<file path="src/rtl/regfile_wb_arbiter.sv">
// regfile_wb_arbiter
//
// Write-back arbiter and access guard for the 32x32 register file.
// Merges the ALU and load write-back streams onto one registered write
// port. Requests are accepted on valid && ready. When both streams
// request at once, round-robin arbitration picks the one not granted
// last. Writes to x0 are consumed silently. The protected register range
// (secure key/context registers) is writable only for a short window
// after a correct unlock key. Illegal accesses raise a sticky violation
// flag that only reset clears.
//
// Parameters
//   KEY            unlock key compared against unlock_key
//   PROT_LO        lowest protected register index (inclusive)
//   PROT_HI        highest protected register index (inclusive)
//   UNLOCK_WINDOW  cycles the protected range stays writable after unlock (1..255)
//
// Ports
//   clk, rst_n                      clock, asynchronous active-low reset
//   alu_valid/addr/data, alu_ready  ALU write-back request and combinational accept
//   mem_valid/addr/data, mem_ready  load write-back request and combinational accept
//   unlock_req, unlock_key          single-cycle unlock/relock strobe and its key
//   wr_en, wr_addr, wr_data         registered register-file write port
//   locked                          1 while the protected range is write-locked
//   violation                       sticky security violation flag

module regfile_wb_arbiter #(
  parameter logic [15:0] KEY           = 16'h0032,
  parameter logic [4:0]  PROT_LO       = 5'd28,
  parameter logic [4:0]  PROT_HI       = 5'd31,
  parameter int unsigned UNLOCK_WINDOW = 16
) (
  input  logic        clk,
  input  logic        rst_n,
  input  logic        alu_valid,
  input  logic [4:0]  alu_addr,
  input  logic [31:0] alu_data,
  output logic        alu_ready,
  input  logic        mem_valid,
  input  logic [4:0]  mem_addr,
  input  logic [31:0] mem_data,
  output logic        mem_ready,
  input  logic        unlock_req,
  input  logic [15:0] unlock_key,
  output logic        wr_en,
  output logic [4:0]  wr_addr,
  output logic [31:0] wr_data,
  output logic        locked,
  output logic        violation
);

  typedef enum logic {
    LOCKED   = 1'b0,
    UNLOCKED = 1'b1
  } lockState_e;

  localparam logic [7:0] WINDOW_LOAD = 8'(UNLOCK_WINDOW);

  lockState_e  state_q, state_d;
  logic [7:0]  cnt_q, cnt_d;
  logic        lastGrantMem_q, lastGrantMem_d;
  logic        wr_en_q, wr_en_d;
  logic [4:0]  wr_addr_q, wr_addr_d;
  logic [31:0] wr_data_q, wr_data_d;
  logic        violation_q, violation_d;

  logic        aluGrant;
  logic        memGrant;
  logic        accept;
  logic [4:0]  selAddr;
  logic [31:0] selData;
  logic        isZero;
  logic        isProt;
  logic        protDrop;
  logic        keyOk;
  logic        badUnlock;

  // Round-robin grant: a lone requester always wins; on conflict the
  // requester that was not granted last wins. Depends only on the valids
  // and the pointer so ready never waits on address decode or lock state.
  always_comb begin
    aluGrant = alu_valid && (!mem_valid || lastGrantMem_q);
    memGrant = mem_valid && (!alu_valid || !lastGrantMem_q);
  end

  assign alu_ready = aluGrant;
  assign mem_ready = memGrant;

  // Decode of the accepted request. Lock decisions use the state before
  // the edge, so a protected write arriving with a valid unlock is still
  // dropped, and one arriving in the final unlocked cycle still lands.
  always_comb begin
    accept    = aluGrant || memGrant;
    selAddr   = memGrant ? mem_addr : alu_addr;
    selData   = memGrant ? mem_data : alu_data;
    isZero    = (selAddr == 5'd0);
    isProt    = (selAddr >= PROT_LO) && (selAddr <= PROT_HI);
    protDrop  = accept && isProt && !isZero && (state_q == LOCKED);
    keyOk     = (unlock_key == KEY);
    badUnlock = unlock_req && !keyOk;
  end

  // Write port and bookkeeping next-state. Address/data hold their last
  // value when no write issues; the pointer only moves on an acceptance.
  always_comb begin
    wr_en_d        = 1'b0;
    wr_addr_d      = wr_addr_q;
    wr_data_d      = wr_data_q;
    lastGrantMem_d = lastGrantMem_q;
    violation_d    = violation_q || protDrop || badUnlock;
    if (accept) begin
      lastGrantMem_d = memGrant;
      if (!isZero && !protDrop) begin
        wr_en_d   = 1'b1;
        wr_addr_d = selAddr;
        wr_data_d = selData;
      end
    end
  end

  // Lock FSM. A correct key reload beats the window countdown; a wrong
  // key while unlocked relocks at once. The window closes on the edge
  // where the counter reads 1.
  always_comb begin
    state_d = state_q;
    cnt_d   = cnt_q;
    case (state_q)
      LOCKED: begin
        if (unlock_req && keyOk) begin
          state_d = UNLOCKED;
          cnt_d   = WINDOW_LOAD;
        end
      end
      UNLOCKED: begin
        if (unlock_req && keyOk) begin
          cnt_d = WINDOW_LOAD;
        end else if (unlock_req) begin
          state_d = LOCKED;
          cnt_d   = 8'd0;
        end else if (cnt_q == 8'd1) begin
          state_d = LOCKED;
          cnt_d   = 8'd0;
        end else begin
          cnt_d = cnt_q - 8'd1;
        end
      end
      default: begin
        state_d = LOCKED;
        cnt_d   = 8'd0;
      end
    endcase
  end

  always_ff @(posedge clk or negedge rst_n) begin
    if (!rst_n) begin
      state_q        <= LOCKED;
      cnt_q          <= 8'd0;
      lastGrantMem_q <= 1'b0;
      wr_en_q        <= 1'b0;
      wr_addr_q      <= 5'd0;
      wr_data_q      <= 32'd0;
      violation_q    <= 1'b0;
    end else begin
      state_q        <= state_d;
      cnt_q          <= cnt_d;
      lastGrantMem_q <= lastGrantMem_d;
      wr_en_q        <= wr_en_d;
      wr_addr_q      <= wr_addr_d;
      wr_data_q      <= wr_data_d;
      violation_q    <= violation_d;
    end
  end

  assign wr_en     = wr_en_q;
  assign wr_addr   = wr_addr_q;
  assign wr_data   = wr_data_q;
  assign locked    = (state_q == LOCKED);
  assign violation = violation_q;

endmodule

</file>
<file path="config.mk">
export PLATFORM = sky130hd
export DESIGN_NAME = regfile_wb_arbiter
export DESIGN_NICKNAME = d
export VERILOG_FILES = /design/src/rtl/regfile_wb_arbiter.sv
export SDC_FILE = /design/constraint.sdc
export NUM_CORES = 1
export LEC_CHECK = 0
export ABC_CLOCK_PERIOD_IN_PS = 4100
export CORE_ASPECT_RATIO = 1.1
export CORE_MARGIN = 2
export CORE_UTILIZATION = 42
export CTS_BUF_LIST = sky130_fd_sc_hd__clkbuf_2 sky130_fd_sc_hd__clkbuf_4 sky130_fd_sc_hd__clkbuf_8
export DETAILED_ROUTE_END_ITERATION = 16
export GPL_TIMING_DRIVEN = 0
export HOLD_SLACK_MARGIN = 0.08
export PLACE_DENSITY = 0.85
export SKIP_CTS_REPAIR_TIMING = 1
export SLEW_MARGIN = 30
export SYNTH_ARGS = -nofsm -noshare
export SYNTH_HDL_FRONTEND = slang
export SYNTH_SLANG_ARGS = --single-unit
</file>
<file path="constraint.sdc">
create_clock -name clk -period 4.1 [get_ports clk]
set_input_delay 1.025 -clock clk [delete_from_list [all_inputs] [get_ports clk]]
set_output_delay 1.025 -clock clk [all_outputs]
set_load 0.02 [all_outputs]
</file>
==> results.json, run 1 <==
{
  "finalPower_mw": 1.428,
  "p_leak_nw": 1.688,
  "core_um2": 5806,
  "fillCellCount": 438,
  "clockPowerShare": 0.255,
  "num_rows": 29,
  "placed_cell_area_um2": 4004,
  "cts_root_buffer": "clkbuf_8",
  "worstSetupStartpointType": "input pin",
  "dr_wl_met3_um": 523,
  "netlist.area_leader.share": 0.4811,
  "dieArea_um2": 6708,
  "first_iter_violations": 92,
  "maxSlewHeadroom": 0.5847,
  "start_util": 0.4390,
  "timing.fmax_mhz": 270.1,
  "highest_layer": "met4",
  "crit_buf_inv": 4,
  "hold_path_depth": 2,
  "ir_worst_vdd_mv": 0.2707,
  "worst_pin_slew_ns": 0.6229,
  "seq_area_frac_synth": 0.4811,
  "synth.distinct_cells": 37,
  "finalInstanceArea_um2": 4129,
  "grt_pass1_wl_um": 11270,
  "critPathCaptureType": "output pin",
  "avgSynthCellArea_um2": 12.49,
  "cts_tree": "done",
  "worst-setup-path-type": "in2out",
  "wl_met1_um": 2542,
  "synth_area_leaders": "dfrtp_1 48%, mux2_2 31%, a21oi_1 2.0%, nand2_1 1.5%, buf_6 1.3%",
  "cts.sinks": 49,
  "route.detailed.drc": 0,
  "htree_levels": 2,
  "crit_required_ns": 3.07,
  "power.switching_mw": 0.3869,
  "combPwrFrac": 0.340,
  "regToRegSetupSlack_ns": 1.96,
  "crit_path_top_delay_cell": "clkdlybuf4s50_1",
  "hold_viol": 0,
  "post-route-min-period_ns": 3.702,
  "cp_cell_sequence": "clkdlybuf4s50_1 -> a21boi_2 -> clkbuf_4 -> buf_2 -> dlymetal6s2s_1",
  "ys_ff_latch": 49,
  "ys_top_cells_by_count": "71 x mux2_2, 49 x dfrtp_1, 10 x a21oi_1, 10 x nand2_1, 8 x inv_1",
  "async_flop_share": 1.000,
  "insertion_delay_ns": 0.30,
  "syn-num-nets": 301,
  "dp_hpwl_um": 5209,
  "wl_per_cell_um": 15.60,
  "fp.dieW_um": 78.28,
  "switching_share": 0.2709,
  "yosysMostFrequentCell": "mux2_2",
  "synth.largest_area_cell": "dfrtp_1",
  "syn2layout_area_growth_pct": 62.00,
  "p_int_mw": 1.041,
  "setup_viol": 0,
  "rsz0062_at_grt": "false",
  "reg2reg_depth": 6,
  "dr.pass1.iters": 4,
  "vias_per_cell": 5.101,
  "outcome": "finished, final reports clean",
  "hold_class": "reg2reg",
  "antenna_left": 0,
  "clk_pin_slew_ns": 0.09,
  "finalNonFillerCells": 425,
  "clockBufferDepth": 2,
  "gp_congestion": 0.7875,
  "io_pins": 137,
  "path_delay_family": "buffers and inverters",
  "worstPathArrival_ns": 2.68,
  "hold_slack_ns": 0.4782,
  "place_inst": 417,
  "hp-start": "violation$_DFF_PN0_",
  "cts_buffers": 5,
  "antenna_found_initial": 0,
  "grt_max_degree": 50,
  "drv_slew": 0,
  "crit_fanout": 10,
  "preCtsSetupSlack_ns": -0.03856,
  "timing.rr.end": "wr_data[16]$_DFFE_PN0P_",
  "fin_nets": 444,
  "antenna_cells": 0,
  "p_seq_frac": 0.405,
  "io_buffers": 136,
  "grt_pass1_vias": 2304,
  "yosys_warnings": 0,
  "drv_cap": 0,
  "met2_length_um": 3416,
  "die_h_um": 85.70,
  "syn_area_um2": 2549,
  "wl_um": 6631,
  "grt.total_usage": 0.2109,
  "synth_cells": 204,
  "synth-edff-count": 0,
  "hold_path_end": "violation$_DFF_PN0_",
  "overflow": 0,
  "drive_gt1_frac": 0.2529,
  "setup_ws_ns": 0.3980,
  "finalCritPeriodShare": 0.9029,
  "vias": 2168,
  "power.density_nw_per_um2": 345.9,
  "crit_path_max_incr_delay_ns": 0.54,
  "fin_skew_ns": 0.004694,
  "ys.flop_type": "dfrtp_1",
  "r2r_start": "lastGrantMem_q$_DFFE_PN0P_"
}
==> cells in the final DEF (no fill, tap or decap), types with 4 or more instances in the layout <==
cell type        count
clkdlybuf4s50_1    134
mux2_2              71
dfrtp_1             49
a21oi_1             10
nand2_1             10
inv_1                8
nor2_1               6
o21ai_0              6
clkbuf_8             6
nor4_1               4
==> worst max-delay path by stage <==
| stage | start | endpoint | slack [ns] | depth (start not counted) |
|---|---|---|---|---|
| 5_1_grt | mem_valid | mem_ready | 0.31 | 5 |
| 3_5_place_dp | mem_valid | mem_ready | -0.04 | 5 |
| 4_1_cts | mem_valid | mem_ready | -0.04 | 5 |
| 6_report | mem_valid | mem_ready | 0.40 | 5 |
| 2_1_floorplan | mem_valid | mem_ready | 1.35 | 3 |
| 3_3_place_gp | mem_valid | mem_ready | -0.001 | 5 |
==> power groups by stage <==
stage                     combinational [mW]  sequential, mW  clock, mW
after detailed placement               0.490           0.589          0
after CTS                              0.492           0.579      0.373
final                                  0.485           0.579      0.364
after global routing                   0.515           0.588      0.394
after floorplan                        0.144           0.669          0
after global placement                 0.485           0.586          0
==> sequential cells by signal, summed over array words and instances, names as in the netlist <==
register,cells
cnt_q,8
wr_en,1
state_q,1
wr_addr,5
wr_data,32
violation,1
lastGrantMem_q,1
==> through the flow <==
stage | TNS [ns] | utilization
after global routing | 0 | 0.7112
after floorplan | 0 | -
after global placement | -0.001357 | 0.6901
final | 0 | 0.7112
after detailed placement | -0.03856 | 0.6897
after CTS | -0.03679 | 0.7103
==> cells by family after synthesis <==
kind of cell	count (synthesis)	share of synthesized area
adders and majority gates	2	0.009817
xor gates and xnor gates	1	0.003437
muxes	73	0.3220
and+or+nand+nor	35	0.07953
DFF	49	0.4811
AOI/OAI and AO/OA	29	0.07217
buffers and inverters	15	0.03191
==> layer usage <==
layer / vias up / GRT usage
li1: 1031 / -
met1: 1029 / 0.2398
met2: 93 / 0.3801
met3: 15 / 0.06000
met4: 0 / 0.07177
met5: - / 0
==> worst reg2reg max path, delay by kind of cell (launching register included) <==
family | cells | cell delay (ns)
buffers and inverters | 1 | 0.24
AOI/OAI and AO/OA | 2 | 0.36
DFF | 1 | 0.43
muxes | 1 | 0.34
and+or+nand+nor | 2 | 0.65
==> area by class of cell <==
cell class | instances | area (um^2) | area share
Timing Repair Buffer | 136 | 1361 | 0.3297
Multi-Input combinational cell | 140 | 1241 | 0.3006
Sequential cell | 49 | 1226 | 0.2970
Tap cell | 77 | 96.34 | 0.02333
Clock buffer | 7 | 90.09 | 0.02182
Buffer | 7 | 53.80 | 0.01303
Clock inverter | 1 | 30.03 | 0.007273
Inverter | 8 | 30.03 | 0.007273
Power figures use the tool's default switching activity.
==> run 2: changes to the inputs <==
==> constraint.sdc (replaced) <==
create_clock -name clk -period 4.1 [get_ports clk]
set_input_delay 1.025 -clock clk [delete_from_list [all_inputs] [get_ports clk]]
set_output_delay 1.025 -clock clk [all_outputs]
set_load 0.05 [all_outputs]
==> run 2 against run 1 <==
  * Global-route usage unchanged
  * Clock-buffer cell count is the same
  * Largest cell class unchanged
  * Maximum frequency fell by 5.8%
  * Power rose by 11%
  * Utilization hardly changed
==> results.json, run 2 (synthesis results as in run 1) <==
{
  "post-route-min-period_ns": 3.930,
  "route.detailed.drc": 0,
  "drv_cap": 0,
  "maxSlewHeadroom": 0.5859,
  "grt.met2_usage": 0.3801,
  "mostFrequentLayoutCell": "clkdlybuf4s50_1",
  "htree_levels": 2,
  "vias_per_cell": 5.101,
  "power.density_nw_per_um2": 382.9,
  "hold_path_end": "violation$_DFF_PN0_",
  "clockPowerShare": 0.230,
  "regToRegSetupSlack_ns": 1.97,
  "power.switching_mw": 0.5404,
  "final_util": 0.7108,
  "timing.fmax_mhz": 254.4,
  "grt.total_usage": 0.2109,
  "dp_hpwl_um": 5209,
  "combPwrFrac": 0.403,
  "cts_root_buffer": "clkbuf_8",
  "p_leak_nw": 1.688,
  "clk_pin_slew_ns": 0.09,
  "grt_pass1_vias": 2304,
  "crit_path_top_delay_cell": "clkdlybuf4s50_1",
  "use_met1": 0.2398,
  "wl_per_cell_um": 15.60,
  "antenna_cells": 0,
  "hold_class": "reg2reg",
  "fin_skew_ns": 0.004900,
  "die_h_um": 85.70,
  "cts.sinks": 49,
  "start_util": 0.4390,
  "timing.rr.end": "wr_data[16]$_DFFE_PN0P_",
  "core_um2": 5806,
  "vias": 2168,
  "rsz0062_at_grt": "false",
  "num_rows": 29,
  "outcome": "finished, final reports clean",
  "hp-start": "violation$_DFF_PN0_",
  "crit_path_max_incr_delay_ns": 0.54,
  "io_pins": 137,
  "ir_worst_vdd_mv": 0.2904,
  "dieArea_um2": 6708,
  "worstPathArrival_ns": 2.91,
  "tns_ns": 0,
  "p_int_mw": 1.040,
  "cts_tree": "done",
  "first_iter_violations": 92,
  "use_met3": 0.06000,
  "clockBufferDepth": 2,
  "gp_congestion": 0.7875,
  "worstSetupStartpointType": "input pin",
  "r2r_start": "lastGrantMem_q$_DFFE_PN0P_",
  "drv_slew": 0,
  "fillCellCount": 438,
  "final_cell_mix": "134 x clkdlybuf4s50_1, 71 x mux2_2, 49 x dfrtp_1, 10 x a21oi_1, 10 x nand2_1",
  "fp.dieW_um": 78.28,
  "largest_register_ffs": 32,
  "grt_max_degree": 50,
  "wl_um": 6630,
  "antenna_left": 0,
  "switching_share": 0.3420,
  "drive_gt1_frac": 0.2529,
  "startpoint": "mem_valid",
  "hold_viol": 0,
  "cts_buffers": 5,
  "reg2reg_depth": 6,
  "setup_viol": 0,
  "syn2layout_area_growth_pct": 61.90,
  "overflow": 0,
  "crit_required_ns": 3.07,
  "worst-setup-path-type": "in2out",
  "hold_slack_ns": 0.4784,
  "busiest_layer": "met2",
  "cpMostUsedCell": "buf_2",
  "grt_pass1_wl_um": 11270,
  "dr.pass1.iters": 4,
  "antenna_found_initial": 0,
  "insertion_delay_ns": 0.30,
  "worst_pin_slew_ns": 0.6212,
  "hold_path_depth": 2,
  "critPathCaptureType": "output pin",
  "p_seq_frac": 0.366,
  "fin_nets": 444,
  "finalCritPeriodShare": 0.9586,
  "cp_cell_sequence": "clkdlybuf4s50_1 -> a21boi_2 -> buf_2 -> buf_2 -> dlymetal6s2s_1",
  "crit_fanout": 10,
  "io_buffers": 136
}
[run 2: changes by cell type in the layout (fill, tap and decap cells not counted)]
cell	previous run	this run
buf_2	1	2
clkbuf_4	2	1
[run 2: worst max-delay path, delay by kind of cell]
| family | cells | cell delay [ns] |
|---|---|---|
| AO/OA/AOI/OAI | 1 | 0.28 |
| buffers and inverters | 4 | 1.59 |
[run 2: routing by layer]
layer / share of wire / up-vias
met3: 0.079 / 15
met2: 0.52 / 92
met5: 0 / -
met4: 0.022 / 0
met1: 0.38 / 1030
li1: - / 1031
[run 2: metrics by stage]
step	power, mW	worst slack (ns)	area (um^2)	std cells
2_1_floorplan	0.9640	1.247	2549	204
3_3_place_gp	1.223	-0.2006	4006	417
3_5_place_dp	1.231	-0.2376	4004	417
4_1_cts	1.597	-0.2358	4124	425
5_1_grt	1.649	0.06213	4126	425
6_report	1.580	0.1699	4126	425
[run 2: layout make-up]
| cell class | count | area, um^2 | share of cell area |
|---|---|---|---|
| clock buffer | 7 | 90.09 | 0.02183 |
| sequential | 49 | 1226 | 0.2972 |
| multi-input combinational | 140 | 1241 | 0.3008 |
| buffer | 7 | 51.30 | 0.01243 |
| tap | 77 | 96.34 | 0.02335 |
| timing repair buffer | 136 | 1361 | 0.3299 |
| inverter | 8 | 30.03 | 0.007277 |
| clock inverter | 1 | 30.03 | 0.007277 |
[run 2: worst max-delay path by stage]
stage	end	cells after the start
finish	mem_ready	5
global route	mem_ready	5
CTS	mem_ready	5
detailed placement	mem_ready	5
global placement	mem_ready	5
floorplan	alu_ready	2
[run 2: power groups by stage]
stage | Clock, mW | Sequential [mW] | Combinational, mW
floorplan | 0 | 0.816 | 0.148
global placement | 0 | 0.586 | 0.637
detailed placement | 0 | 0.589 | 0.642
CTS | 0.373 | 0.579 | 0.644
global route | 0.394 | 0.588 | 0.667
finish | 0.364 | 0.579 | 0.637
==> run 3: changes to the inputs <==
CTS_CLUSTER_DIAMETER = 50   (was not set)
REMOVE_ABC_BUFFERS = 1   (was not set)
==> run 3 against run 2 <==
  * First-iteration DRC count up 4.3%
  * Utilization up 0.63 points
  * Maximum frequency up 5.5%
  * Sequential share of layout area down 0.26 points
  * Largest power group unchanged
  * Highest routed layer unchanged
==> results.json, run 3 (synthesis results as in run 1) <==
{
  "worstPathArrival_ns": 2.70,
  "antenna_found_initial": 0,
  "outcome": "finished, final reports clean",
  "dieArea_um2": 6708,
  "first_iter_violations": 96,
  "cts_tree": "done",
  "mostFrequentLayoutCell": "clkdlybuf4s50_1",
  "io_buffers": 136,
  "p_int_mw": 1.046,
  "dp_hpwl_um": 5264,
  "place_inst": 415,
  "hold_class": "reg2reg",
  "final_cell_mix": "134 x clkdlybuf4s50_1, 71 x mux2_2, 49 x dfrtp_1, 10 x a21oi_1, 10 x nand2_1",
  "clockPowerShare": 0.228,
  "grt.total_usage": 0.2108,
  "rsz0062_at_grt": "false",
  "drv_cap": 0,
  "cts_root_buffer": "clkbuf_8",
  "route.detailed.drc": 0,
  "io_pins": 137,
  "fin_nets": 442,
  "insertion_delay_ns": 0.30,
  "largest_register_ffs": 32,
  "critPathCaptureType": "output pin",
  "clk_pin_slew_ns": 0.09,
  "die_h_um": 85.70,
  "clockBufferDepth": 2,
  "grt_max_degree": 50,
  "cts.sinks": 49,
  "wl_per_cell_um": 15.65,
  "worstSetupStartpointType": "input pin",
  "post-route-min-period_ns": 3.724,
  "maxSlewHeadroom": 0.5750,
  "switching_share": 0.3422,
  "core_um2": 5806,
  "power.switching_mw": 0.5443,
  "drv_slew": 0,
  "setup_viol": 0,
  "ir_worst_vdd_mv": 0.2371,
  "cts_buffers": 5,
  "combPwrFrac": 0.407,
  "grt_pass1_wl_um": 11210,
  "fp.dieW_um": 78.28,
  "grt_pass1_vias": 2385,
  "antenna_cells": 0,
  "start_util": 0.4390,
  "timing.fmax_mhz": 268.5,
  "overflow": 0,
  "finalPower_mw": 1.591,
  "num_rows": 29,
  "drive_gt1_frac": 0.2543,
  "crit_required_ns": 3.07,
  "p_leak_nw": 1.703,
  "crit_fanout": 5,
  "vias_per_cell": 5.246,
  "syn2layout_area_growth_pct": 63.33,
  "vias": 2219,
  "power.density_nw_per_um2": 382.1,
  "hold_viol": 0,
  "worst_pin_slew_ns": 0.6375,
  "p_seq_frac": 0.365,
  "worst-setup-path-type": "in2out",
  "gp_congestion": 0.7694,
  "antenna_left": 0,
  "dr.pass1.iters": 5,
  "htree_levels": 2,
  "wl_um": 6621,
  "fin_skew_ns": 0.005790,
  "finalCritPeriodShare": 0.9083,
  "finalNonFillerCells": 423
}
run 3: cell count changes in the layout (fill, tap and decap cells not counted):
cell / before / now
buf_2: 2 / 0
buf_6: 3 / 2
clkbuf_1: 2 / 0
buf_8: 0 / 2
a21boi_4: 0 / 1
a21boi_2: 1 / 0
buf_16: 0 / 1
run 3: path summary, 6_finish.rpt:
check	start	to	slack, ns	cells after the start
max reg2reg	lastGrantMem_q$_DFFE_PN0P_	wr_data[3]$_DFFE_PN0P_	1.27	10
min	violation$_DFF_PN0_	violation$_DFF_PN0_	0.49	2
max in group asynchronous	rst_n	wr_data[5]$_DFFE_PN0P_	2.93	1
max	alu_valid	alu_ready	0.38	4
min reg2reg	violation$_DFF_PN0_	violation$_DFF_PN0_	0.49	2
min in group asynchronous	rst_n	wr_addr[3]$_DFFE_PN0P_	0.75	1
run 3: power groups by stage:
stage	Combinational (mW)	Sequential, mW	Clock [mW]
2_1_floorplan	0.142	0.816	0
3_3_place_gp	0.630	0.587	0
3_5_place_dp	0.651	0.592	0
4_1_cts	0.653	0.583	0.376
5_1_grt	0.676	0.592	0.388
6_report	0.647	0.581	0.363
run 3: through the flow:
step	util	TNS, ns	hold WS, ns	worst slack (ns)	instance area [um^2]
floorplan	-	-10.62	0.4720	-0.2960	2497
global placement	0.6813	-56.34	0.4558	-1.500	3955
detailed placement	0.6959	0	0.4717	0.03393	4040
CTS	0.7166	0	0.4975	0.03210	4160
global route	0.7170	0	0.5214	0.2452	4163
finish	0.7170	0	0.4904	0.3759	4163
run 3: layout make-up:
type | count | area [um^2]
clock buffer | 7 | 90.09
sequential | 49 | 1226
inverter | 8 | 30.03
clock inverter | 1 | 30.03
fill | 419 | 1643
timing repair buffer | 141 | 1441
tap | 77 | 96.34
multi-input combinational | 140 | 1249
run 3: per-layer routing:
metal | global-route usage | up-vias | routed length, um
li1 | - | 1036 | -
met3 | 0.06526 | 13 | 517
met5 | 0 | - | 0
met4 | 0.06858 | 0 | 125
met2 | 0.3793 | 96 | 3436
met1 | 0.2379 | 1074 | 2541
run 3: worst max-delay path, cell delays in order:
cell,delay [ns]
clkdlybuf4s50_1,0.59
inv_1,0.09
nor2_1,0.17
clkdlybuf4s50_1,0.82
